<file path="src/rtl/cla_pkg.sv">
// Shared definitions for the CLA operand issue/capture stage: default widths,
// settle-counter bound, FSM state encoding and the signed-overflow helper.
package cla_pkg;

  localparam int CLA_WIDTH      = 32;
  localparam int CLA_SETTLE_MAX = 15;
  localparam int CLA_CNT_W      = $clog2(CLA_SETTLE_MAX + 1);

  typedef enum logic [1:0] {
    IDLE   = 2'd0,
    SETTLE = 2'd1,
    HOLD   = 2'd2
  } cla_state_e;

  // Two's-complement overflow of a+b: operands share a sign the sum does not.
  function automatic logic signed_ovf(input logic a_msb, input logic b_msb,
                                      input logic s_msb);
    return (a_msb == b_msb) && (s_msb != a_msb);
  endfunction

endpackage

</file>
<file path="src/rtl/cla_operand_fifo.sv">
// Two-entry operand FIFO for the CLA operand stage. Holds {a, b, cin} words.
// A push into a full FIFO is dropped even if a pop happens the same cycle;
// otherwise simultaneous push and pop are both honoured. Pointers wrap mod 2
// and a separate count register tracks occupancy 0..2.
module cla_operand_fifo #(
  parameter int DW = 65
) (
  input  logic          clk,
  input  logic          rst_n,
  input  logic          push,
  input  logic [DW-1:0] push_data,
  input  logic          pop,
  output logic [DW-1:0] pop_data,
  output logic          full,
  output logic          empty
);

  logic [DW-1:0] mem_q [2];
  logic [DW-1:0] mem_d [2];
  logic          wr_ptr_q, wr_ptr_d;
  logic          rd_ptr_q, rd_ptr_d;
  logic [1:0]    count_q, count_d;
  logic          push_en_s;
  logic          pop_en_s;

  assign full      = (count_q == 2'd2);
  assign empty     = (count_q == 2'd0);
  assign pop_data  = mem_q[rd_ptr_q];
  assign push_en_s = push && !full;
  assign pop_en_s  = pop && !empty;

  // Next-state for storage, pointers and occupancy count.
  always_comb begin
    mem_d    = mem_q;
    wr_ptr_d = wr_ptr_q;
    rd_ptr_d = rd_ptr_q;
    count_d  = count_q;
    if (push_en_s) begin
      mem_d[wr_ptr_q] = push_data;
      wr_ptr_d        = ~wr_ptr_q;
    end else begin
      wr_ptr_d = wr_ptr_q;
    end
    if (pop_en_s) begin
      rd_ptr_d = ~rd_ptr_q;
    end else begin
      rd_ptr_d = rd_ptr_q;
    end
    case ({push_en_s, pop_en_s})
      2'b10:   count_d = count_q + 2'd1;
      2'b01:   count_d = count_q - 2'd1;
      default: count_d = count_q;
    endcase
  end

  // FIFO state registers with synchronous active-low reset.
  always_ff @(posedge clk) begin
    if (!rst_n) begin
      mem_q    <= '{default: '0};
      wr_ptr_q <= 1'b0;
      rd_ptr_q <= 1'b0;
      count_q  <= 2'd0;
    end else begin
      mem_q    <= mem_d;
      wr_ptr_q <= wr_ptr_d;
      rd_ptr_q <= rd_ptr_d;
      count_q  <= count_d;
    end
  end

endmodule

</file>
<file path="src/rtl/cla_operand_stage.sv">
// Issue/capture stage wrapped around an external combinational CLA adder.
// Operand pairs are buffered in a 2-entry FIFO, driven onto the adder from
// registers, allowed SETTLE_CYC cycles to propagate, then the sum and carry
// are captured and offered downstream on a valid/ready handshake.
// Optional feature: define CLA_OVF_FLAG_EN to add the out_ovf signed-overflow
// output, captured alongside out_sum.
module cla_operand_stage
  import cla_pkg::*;
#(
  parameter int WIDTH      = CLA_WIDTH,
  parameter int SETTLE_CYC = 2          // legal 1..CLA_SETTLE_MAX
) (
  input  logic             clk,
  input  logic             rst_n,
  input  logic             in_valid,
  output logic             in_ready,
  input  logic [WIDTH-1:0] in_a,
  input  logic [WIDTH-1:0] in_b,
  input  logic             in_cin,
  output logic [WIDTH-1:0] add_a,
  output logic [WIDTH-1:0] add_b,
  output logic             add_cin,
  input  logic [WIDTH-1:0] add_s,
  input  logic             add_cout,
  output logic             out_valid,
  input  logic             out_ready,
  output logic [WIDTH-1:0] out_sum,
  output logic             out_cout,
  output logic             busy
`ifdef CLA_OVF_FLAG_EN
  ,
  output logic             out_ovf
`endif
);

  localparam int DW = 2 * WIDTH + 1;
  localparam logic [CLA_CNT_W-1:0] CNT_LOAD = CLA_CNT_W'(SETTLE_CYC - 1);

  cla_state_e           state_q, state_d;
  logic [CLA_CNT_W-1:0] cnt_q, cnt_d;
  logic [WIDTH-1:0]     add_a_q, add_a_d;
  logic [WIDTH-1:0]     add_b_q, add_b_d;
  logic                 add_cin_q, add_cin_d;
  logic [WIDTH-1:0]     out_sum_q, out_sum_d;
  logic                 out_cout_q, out_cout_d;
  logic                 out_valid_q, out_valid_d;
  logic                 rdy_en_q, rdy_en_d;
`ifdef CLA_OVF_FLAG_EN
  logic                 out_ovf_q, out_ovf_d;
`endif

  logic                 push_s;
  logic                 pop_s;
  logic [DW-1:0]        pop_data_s;
  logic                 full_s;
  logic                 empty_s;

  // rdy_en_q keeps in_ready low while reset is asserted and for the release
  // edge itself; the FIFO count alone would already read "not full" then.
  assign in_ready  = rdy_en_q && !full_s;
  assign push_s    = in_valid && in_ready;
  assign add_a     = add_a_q;
  assign add_b     = add_b_q;
  assign add_cin   = add_cin_q;
  assign out_valid = out_valid_q;
  assign out_sum   = out_sum_q;
  assign out_cout  = out_cout_q;
  assign busy      = !empty_s || (state_q != IDLE);
`ifdef CLA_OVF_FLAG_EN
  assign out_ovf   = out_ovf_q;
`endif

  cla_operand_fifo #(
    .DW (DW)
  ) u_fifo (
    .clk       (clk),
    .rst_n     (rst_n),
    .push      (push_s),
    .push_data ({in_a, in_b, in_cin}),
    .pop       (pop_s),
    .pop_data  (pop_data_s),
    .full      (full_s),
    .empty     (empty_s)
  );

  // Issue/settle/hold sequencing: pops operands, times the settle window and
  // captures the adder result.
  always_comb begin
    state_d     = state_q;
    cnt_d       = cnt_q;
    add_a_d     = add_a_q;
    add_b_d     = add_b_q;
    add_cin_d   = add_cin_q;
    out_sum_d   = out_sum_q;
    out_cout_d  = out_cout_q;
    out_valid_d = out_valid_q;
    rdy_en_d    = 1'b1;
    pop_s       = 1'b0;
`ifdef CLA_OVF_FLAG_EN
    out_ovf_d   = out_ovf_q;
`endif
    case (state_q)
      IDLE: begin
        if (!empty_s) begin
          pop_s     = 1'b1;
          add_a_d   = pop_data_s[DW-1 -: WIDTH];
          add_b_d   = pop_data_s[WIDTH -: WIDTH];
          add_cin_d = pop_data_s[0];
          cnt_d     = CNT_LOAD;
          state_d   = SETTLE;
        end else begin
          state_d = IDLE;
        end
      end
      SETTLE: begin
        if (cnt_q == {CLA_CNT_W{1'b0}}) begin
          out_sum_d   = add_s;
          out_cout_d  = add_cout;
          out_valid_d = 1'b1;
`ifdef CLA_OVF_FLAG_EN
          out_ovf_d   = signed_ovf(add_a_q[WIDTH-1], add_b_q[WIDTH-1],
                                   add_s[WIDTH-1]);
`endif
          state_d     = HOLD;
        end else begin
          cnt_d = cnt_q - {{(CLA_CNT_W-1){1'b0}}, 1'b1};
        end
      end
      HOLD: begin
        if (out_valid_q && out_ready) begin
          out_valid_d = 1'b0;
          // Back-to-back issue: next operand goes straight into SETTLE.
          if (!empty_s) begin
            pop_s     = 1'b1;
            add_a_d   = pop_data_s[DW-1 -: WIDTH];
            add_b_d   = pop_data_s[WIDTH -: WIDTH];
            add_cin_d = pop_data_s[0];
            cnt_d     = CNT_LOAD;
            state_d   = SETTLE;
          end else begin
            state_d = IDLE;
          end
        end else begin
          state_d = HOLD;
        end
      end
      default: begin
        out_valid_d = 1'b0;
        state_d     = IDLE;
      end
    endcase
  end

  // Stage registers; synchronous active-low reset drops everything in flight.
  always_ff @(posedge clk) begin
    if (!rst_n) begin
      state_q     <= IDLE;
      cnt_q       <= {CLA_CNT_W{1'b0}};
      add_a_q     <= {WIDTH{1'b0}};
      add_b_q     <= {WIDTH{1'b0}};
      add_cin_q   <= 1'b0;
      out_sum_q   <= {WIDTH{1'b0}};
      out_cout_q  <= 1'b0;
      out_valid_q <= 1'b0;
      rdy_en_q    <= 1'b0;
`ifdef CLA_OVF_FLAG_EN
      out_ovf_q   <= 1'b0;
`endif
    end else begin
      state_q     <= state_d;
      cnt_q       <= cnt_d;
      add_a_q     <= add_a_d;
      add_b_q     <= add_b_d;
      add_cin_q   <= add_cin_d;
      out_sum_q   <= out_sum_d;
      out_cout_q  <= out_cout_d;
      out_valid_q <= out_valid_d;
      rdy_en_q    <= rdy_en_d;
`ifdef CLA_OVF_FLAG_EN
      out_ovf_q   <= out_ovf_d;
`endif
    end
  end

endmodule

</file>
<file path="config.mk">
export PLATFORM = sky130hd
export DESIGN_NAME = cla_operand_stage
export DESIGN_NICKNAME = d
export VERILOG_FILES = /design/src/rtl/cla_pkg.sv /design/src/rtl/cla_operand_fifo.sv /design/src/rtl/cla_operand_stage.sv
export SDC_FILE = /design/constraint.sdc
export NUM_CORES = 1
export LEC_CHECK = 0
export BUFFER_PORTS_ARGS = -buffer_cell sky130_fd_sc_hd__buf_4
export CORE_ASPECT_RATIO = 1.4
export CORE_MARGIN = 10
export CORE_UTILIZATION = 59
export CTS_CLUSTER_SIZE = 24
export DETAILED_ROUTE_END_ITERATION = 16
export PLACE_DENSITY = 0.84
export SETUP_SLACK_MARGIN = 0.1
export SLEW_MARGIN = 10
export SYNTH_ARGS = -nofsm -noshare
export SYNTH_HDL_FRONTEND = slang
export SYNTH_SLANG_ARGS = --single-unit
export TNS_END_PERCENT = 10
</file>
<file path="constraint.sdc">
create_clock -name clk -period 3 [get_ports clk]
set_input_delay 0.6 -clock clk [delete_from_list [all_inputs] [get_ports clk]]
set_output_delay 0.6 -clock clk [all_outputs]
set_load 0.05 [all_outputs]
</file>
### After elaboration in Yosys (flattened, before gate mapping)

Index checks and enable logic that the tools add are counted.

| storage, ports and cells | value |
|---|---|
| flip-flop bits (word level) | 240 |
| input port bits | 102 |
| output and inout bits | 101 |
| word-level logic and storage cells | 84 |

| operators by class | value |
|---|---|
| add/subtract/negate cells | 3 |
| order comparisons | 3 |
| eq/ne operators | 8 |
| multiplexer cells | 31 |
| bitwise logic cells | 5 |
| reductions and logical operators | 20 |

Operators by type and width:

| operator | count |
|---|---|
| 65-bit two-way mux | 4 |
| 130-bit bitwise mux | 1 |
| 32-bit two-way mux | 4 |
| 32-bit one-hot mux with 2 select lines | 2 |
| 65-bit demux with 1-bit select | 1 |
| 4-bit two-way mux | 3 |
| 4-bit one-hot mux with 3 select lines | 1 |
| 1-bit two-way mux | 8 |
| 2-bit equality test (second input constant) | 3 |
| 1-bit logical AND | 6 |
| 2-bit inequality test (second input constant) | 3 |
| 2-bit one-hot mux with 3 select lines | 1 |
| 3-bit AND reduction | 2 |
| 2-bit nonzero test | 3 |
| 2-bit by 1-bit equality test with 1-bit output (second input constant) | 2 |
| 2-bit >= comparator (second input constant) | 2 |
| 2-bit logical NOT | 2 |
| 4-bit logical NOT | 1 |
| 2-bit two-way mux | 2 |
| 1-bit inverter with 2-bit output | 2 |
| 1-bit one-hot mux with 2 select lines | 2 |
| 2-bit one-hot mux with 2 select lines | 1 |
| 2-bit AND reduction | 2 |
| 4-bit by 1-bit subtractor with 4-bit output (second input constant) | 1 |
| other kinds (8) | 11 |

### Logic depth before layout (Yosys ltp)

| depth | value |
|---|---|
| depth after elaboration | 7 |
| depth in mapped cells | 7 |
| mapped depth without buffers | 7 |

### Cells and area by module

From an unflattened synthesis, not the netlist that was laid out.

| second synthesis, totals | value |
|---|---|
| cells, all modules | 1086 |
| area total of the unflattened synthesis | 10201.0 um2 |

Modules (own cells, without submodules):

| module | times used | cells each | area an instance (um2) | sequential area each (um2) |
|---|---|---|---|---|
| cla_operand_fifo | 1 | 588 | 5791.8 | 2682.6 |
| cla_operand_stage | 1 | 498 | 4409.2 | 2122.0 |

### Worst setup path before layout

Ideal clock, no wire load.

| path | value |
|---|---|
| kind | register to register |
| start point | register out_valid_q (netlist: out_valid) |
| end point | register u_fifo.count_q[1] |
| library setup time | 0.070 ns |
| data arrival time | 2.039 ns |
| path slack | 0.890 ns |
| stages on the path, launching flop included | 7 |
| buffers on the path | 1 |
| clock period less this slack | 2.110 ns |
| path through | dfxtp_1 > a21boi_2 > nor2_1 > clkbuf_1 > ha_1 > or3_1 > a21oi_1 |

| between the ends | value |
|---|---|
| word-level cells in the longest chain between the ends | 6 |
| elaborated cells on any way between the ends | 8 |

Ends and longest elaborated chain:

| item | RTL line | text |
|---|---|---|
| start, declared | cla_operand_stage.sv:46 | `logic out_valid_q, out_valid_d;` |
| start signal, assigned | cla_operand_stage.sv:177 | `out_valid_q <= out_valid_d;` |
| 1-bit logical AND (*) | cla_operand_stage.sv:130 | `if (out_valid_q && out_ready) begin` |
| 1-bit two-way mux (*) | cla_operand_stage.sv:130 |  |
| 1-bit one-hot mux with 2 select lines (*) | cla_operand_stage.sv:102 | `case (state_q)` |
| 1-bit logical AND (*) | cla_operand_fifo.sv:30 | `assign pop_en_s = pop && !empty;` |
| net u_fifo.pop_en_s | cla_operand_fifo.sv:24 | `logic pop_en_s;` |
| 2-bit by 1-bit equality test with 1-bit output or 2-bit equality test (tied branches) | cla_operand_fifo.sv:49 | `case ({push_en_s, pop_en_s})` |
| 2-bit one-hot mux with 2 select lines or 2-bit nonzero test (tied branches) | n/a |  |
| end signal, assigned | cla_operand_fifo.sv:67 | `count_q <= count_d;` |
| end, declared | cla_operand_fifo.sv:22 | `logic [1:0] count_q, count_d;` |

The timed path passes the listed nets; every way through them passes the cells marked *.
A chain may end at the register's enable or synchronous reset.

### Final worst setup path

| path | value |
|---|---|
| start point | register u_fifo.count_q[0] |
| end point | output port busy |

| between the ends | value |
|---|---|
| word-level cells in the longest chain between the ends | 3 |

Ends and longest elaborated chain:

| item | RTL line | text |
|---|---|---|
| 2-bit logical NOT | cla_operand_fifo.sv:27 | `assign empty = (count_q == 2'd0);` |
| 1-bit logical NOT | cla_operand_stage.sv:68 | `assign busy = !empty_s \|\| (state_q != IDLE);` |
| 1-bit logical OR | cla_operand_stage.sv:68 |  |
| end, declared | cla_operand_stage.sv:29 | `output logic busy` |

Every way passes these cells.

==> key figures <==
Job
  – Max cap viols: 0

Clock tree
  – CTS Hold Bufs: 0
  – CTS tree: done
  – Clock sinks: 240
  – Max clock buf depth: 3
  – H-tree Lvls: 1
  – Root Driver: clkbuf_16
  – Setup repair bufs after CTS: 0
  – Worst-skew pair later-pin latency: 0.49 ns
  – Cts bufs inserted: 22
  – Post-cts resize count: 0
  – Clock edge transition at the registers on the reported setup and hold paths: 0.06 ns

Finish
  – Ant. Diodes: 0
  – Layout Utilization: 73.5%
  – Synthesis-to-layout area growth: 22.8%
  – Nets@finish: 1,257
  – Share of cells above drive strength 1: 22.2%
  – Filler cells: 1,179

Global routing
  – First-pass GRT wire length: 38.8 mm
  – Initial antenna violation count: 0
  – Gr usage total: 21.0%
  – Vias in the first global route: 7,902
  – Total congestion overflow: 0
  – Largest net degree at the start of global routing: 200

Detailed routing
  – Final ANT Viol Nets: 0
  – Via count: 7,854
  – DRT iter0 DRCs: 470
  – Drt pass-1 iters: 4
  – DR WL/cell: 17.7 um
  – Drt total wl: 24.3 mm
  – Residual DRC: 0
  – Drt via density: 5.74

Timing
  – WHS: 0.363 ns
  – Worst Setup Slack, final: 0.823 ns
  – Minimum clock period: 2.18 ns
  – Relative slew margins: 34.8%
  – Slew @ Worst Pin: 0.978 ns
  – Clock skew: 0.00941 ns
  – Max Clk Rate: 0.459 GHz
  – Fin Setup TNS: 0 ns
  – Final Hold Vio Count: 0
  – Tcrit/Tclk final: 72.6%
  – Unrepaired setup endpoints after global routing: no
  – Endpoints failing setup: 0
  – Slew Viols, Final: 0

Die
  – Chip width: 128 um
  – Chip Height: 171 um
  – Initial Util: 59.9%
  – DIE AREA: 21,900 um^2
  – I/O Pins: 203
  – Rows: 55
  – Core area: 16,100 um^2

Synthesis
  – Synth top area cells: dfxtp_1 50%, mux2i_1 20%, nand2_1 7.7%
  – Synth async-reset ratio: 0%
  – Share of the synthesized area in the top cell type: 49.8%
  – Number of synthesized flops with an enable pin: 0
  – Yosys reg bits: 240
  – Post-synthesis cell area: 9640 um^2
  – Most frequent cell after synthesis: dfxtp_1
  – Synth top cells by count: 240 x dfxtp_1, 197 x nand2_1, 196 x mux2i_1, 105 x a21oi_1, 65 x a211oi_1
  – Yosys cell types: 41
  – Register area share after synthesis: 49.8%
  – Dominant synthesized flop cell: dfxtp_1
  – Post-Syn Nets: 1,109
  – Mapped Cells: 1,005
  – Warnings, synthesis: 0
  – Average size of a mapped cell: 9.59 um^2
  – Synth area leader: dfxtp_1

Power and ir drop
  – LEAKAGE: 0.00533 uW
  – Overall Power: 11,200 uW
  – P per Cell Area: 944 nW/um^2
  – Peak supply drop: 900 uV

Setup path
  – Startpoint Class: flip-flop
  – CP Max Fanout: 6
  – Worst setup EP type: primary output
  – WS Path Type: flip-flop to primary output
  – WP data required: 2.40 ns
  – Arr. time, crit path: 1.58 ns

Run status
  – Status: complete, no violations

Place
  – Hpwl dp: 15.4 mm
  – IO Port Bufs: 202
  – Place WS: 0.913 ns
  – RePlAce Congestion: 0.765

Hold path
  – HP Class: primary input to flip-flop
final timing paths:
path / from / depth (start not counted) / slack (ns) / endpoint
worst min register to register: u_fifo.mem_q[117]$_SDFFE_PN0P_ / 2 / 0.46 / u_fifo.mem_q[117]$_SDFFE_PN0P_
worst min-delay path: add_s[27] / 3 / 0.36 / out_sum[27]$_SDFFE_PN0P_
worst max-delay path: u_fifo.count_q[0]$_SDFFE_PN0P_ / 2 / 0.82 / busy
worst max register to register: cnt_q[0]$_SDFFE_PN0P_ / 5 / 0.97 / cnt_q[1]$_SDFFE_PN0P_
placed cells by master, fill, tap and decap left out, types with 3 or more instances in the layout:
cell / instances
a211oi_1: 65
a21oi_1: 105
buf_12: 7
buf_4: 207
clkbuf_1: 5
clkbuf_16: 23
clkbuf_8: 5
clkinv_2: 8
dfxtp_1: 239
inv_1: 3
mux2i_1: 196
nand2_1: 197
nand3_1: 33
nor2_1: 3
o21ai_0: 36
or3_1: 4
per-stage QoR:
stage,area (um^2),std cells
after floorplan,9640,1005
after detailed placement,11100,1328
after CTS,11800,1368
after global placement,11100,1328
final,11800,1368
after global routing,11800,1368
routing by layer:
metal | global-route usage, % | vias up | wire, um
met5 | 0 | - | 0
met1 | 23.9 | 3749 | 9830
met4 | 7.61 | 0 | 668
met3 | 4.03 | 51 | 1410
li1 | - | 3811 | -
met2 | 37.8 | 243 | 12300
registers in the layout, summed over array words and instances (netlist names), 2 cells and up:
register,count
u_fifo.mem_q,130
add_a,32
add_b,32
out_sum,32
cnt_q,4
state_q,2
u_fifo.count_q,2
final cells by class:
| type | instances | area, um^2 | area share, % |
|---|---|---|---|
| well taps | 199 | 249 | 2.10 |
| inverters | 4 | 16.3 | 0.137 |
| clock buffers | 33 | 663 | 5.60 |
| clock inverters | 7 | 35.0 | 0.296 |
| flip-flops and latches | 240 | 4810 | 40.6 |
| multi-input cells | 670 | 4370 | 36.9 |
| repair buffers | 215 | 1710 | 14.4 |
power by group:
group,total [uW],switching [uW],internal [uW]
Combinational,4480,2990,1500
Sequential,4010,340,3670
Clock,2680,1160,1530
cell families (layout without fill, tap and decap cells):
family	after synthesis	after routing	synth area share, %
mux	196	196	20.4
xor+xnor	2	2	0.182
buf+inv	95	259	4.98
simple gates	253	253	11.0
compound gates	217	217	13.4
flops	240	240	49.8
fa+ha+maj	2	2	0.260
critical path: stages (launching register included):
cell	delay [ns]
dfxtp_1	0.37
or4_1	0.51
buf_4	0.20
(Power assumes the default switching activity.)
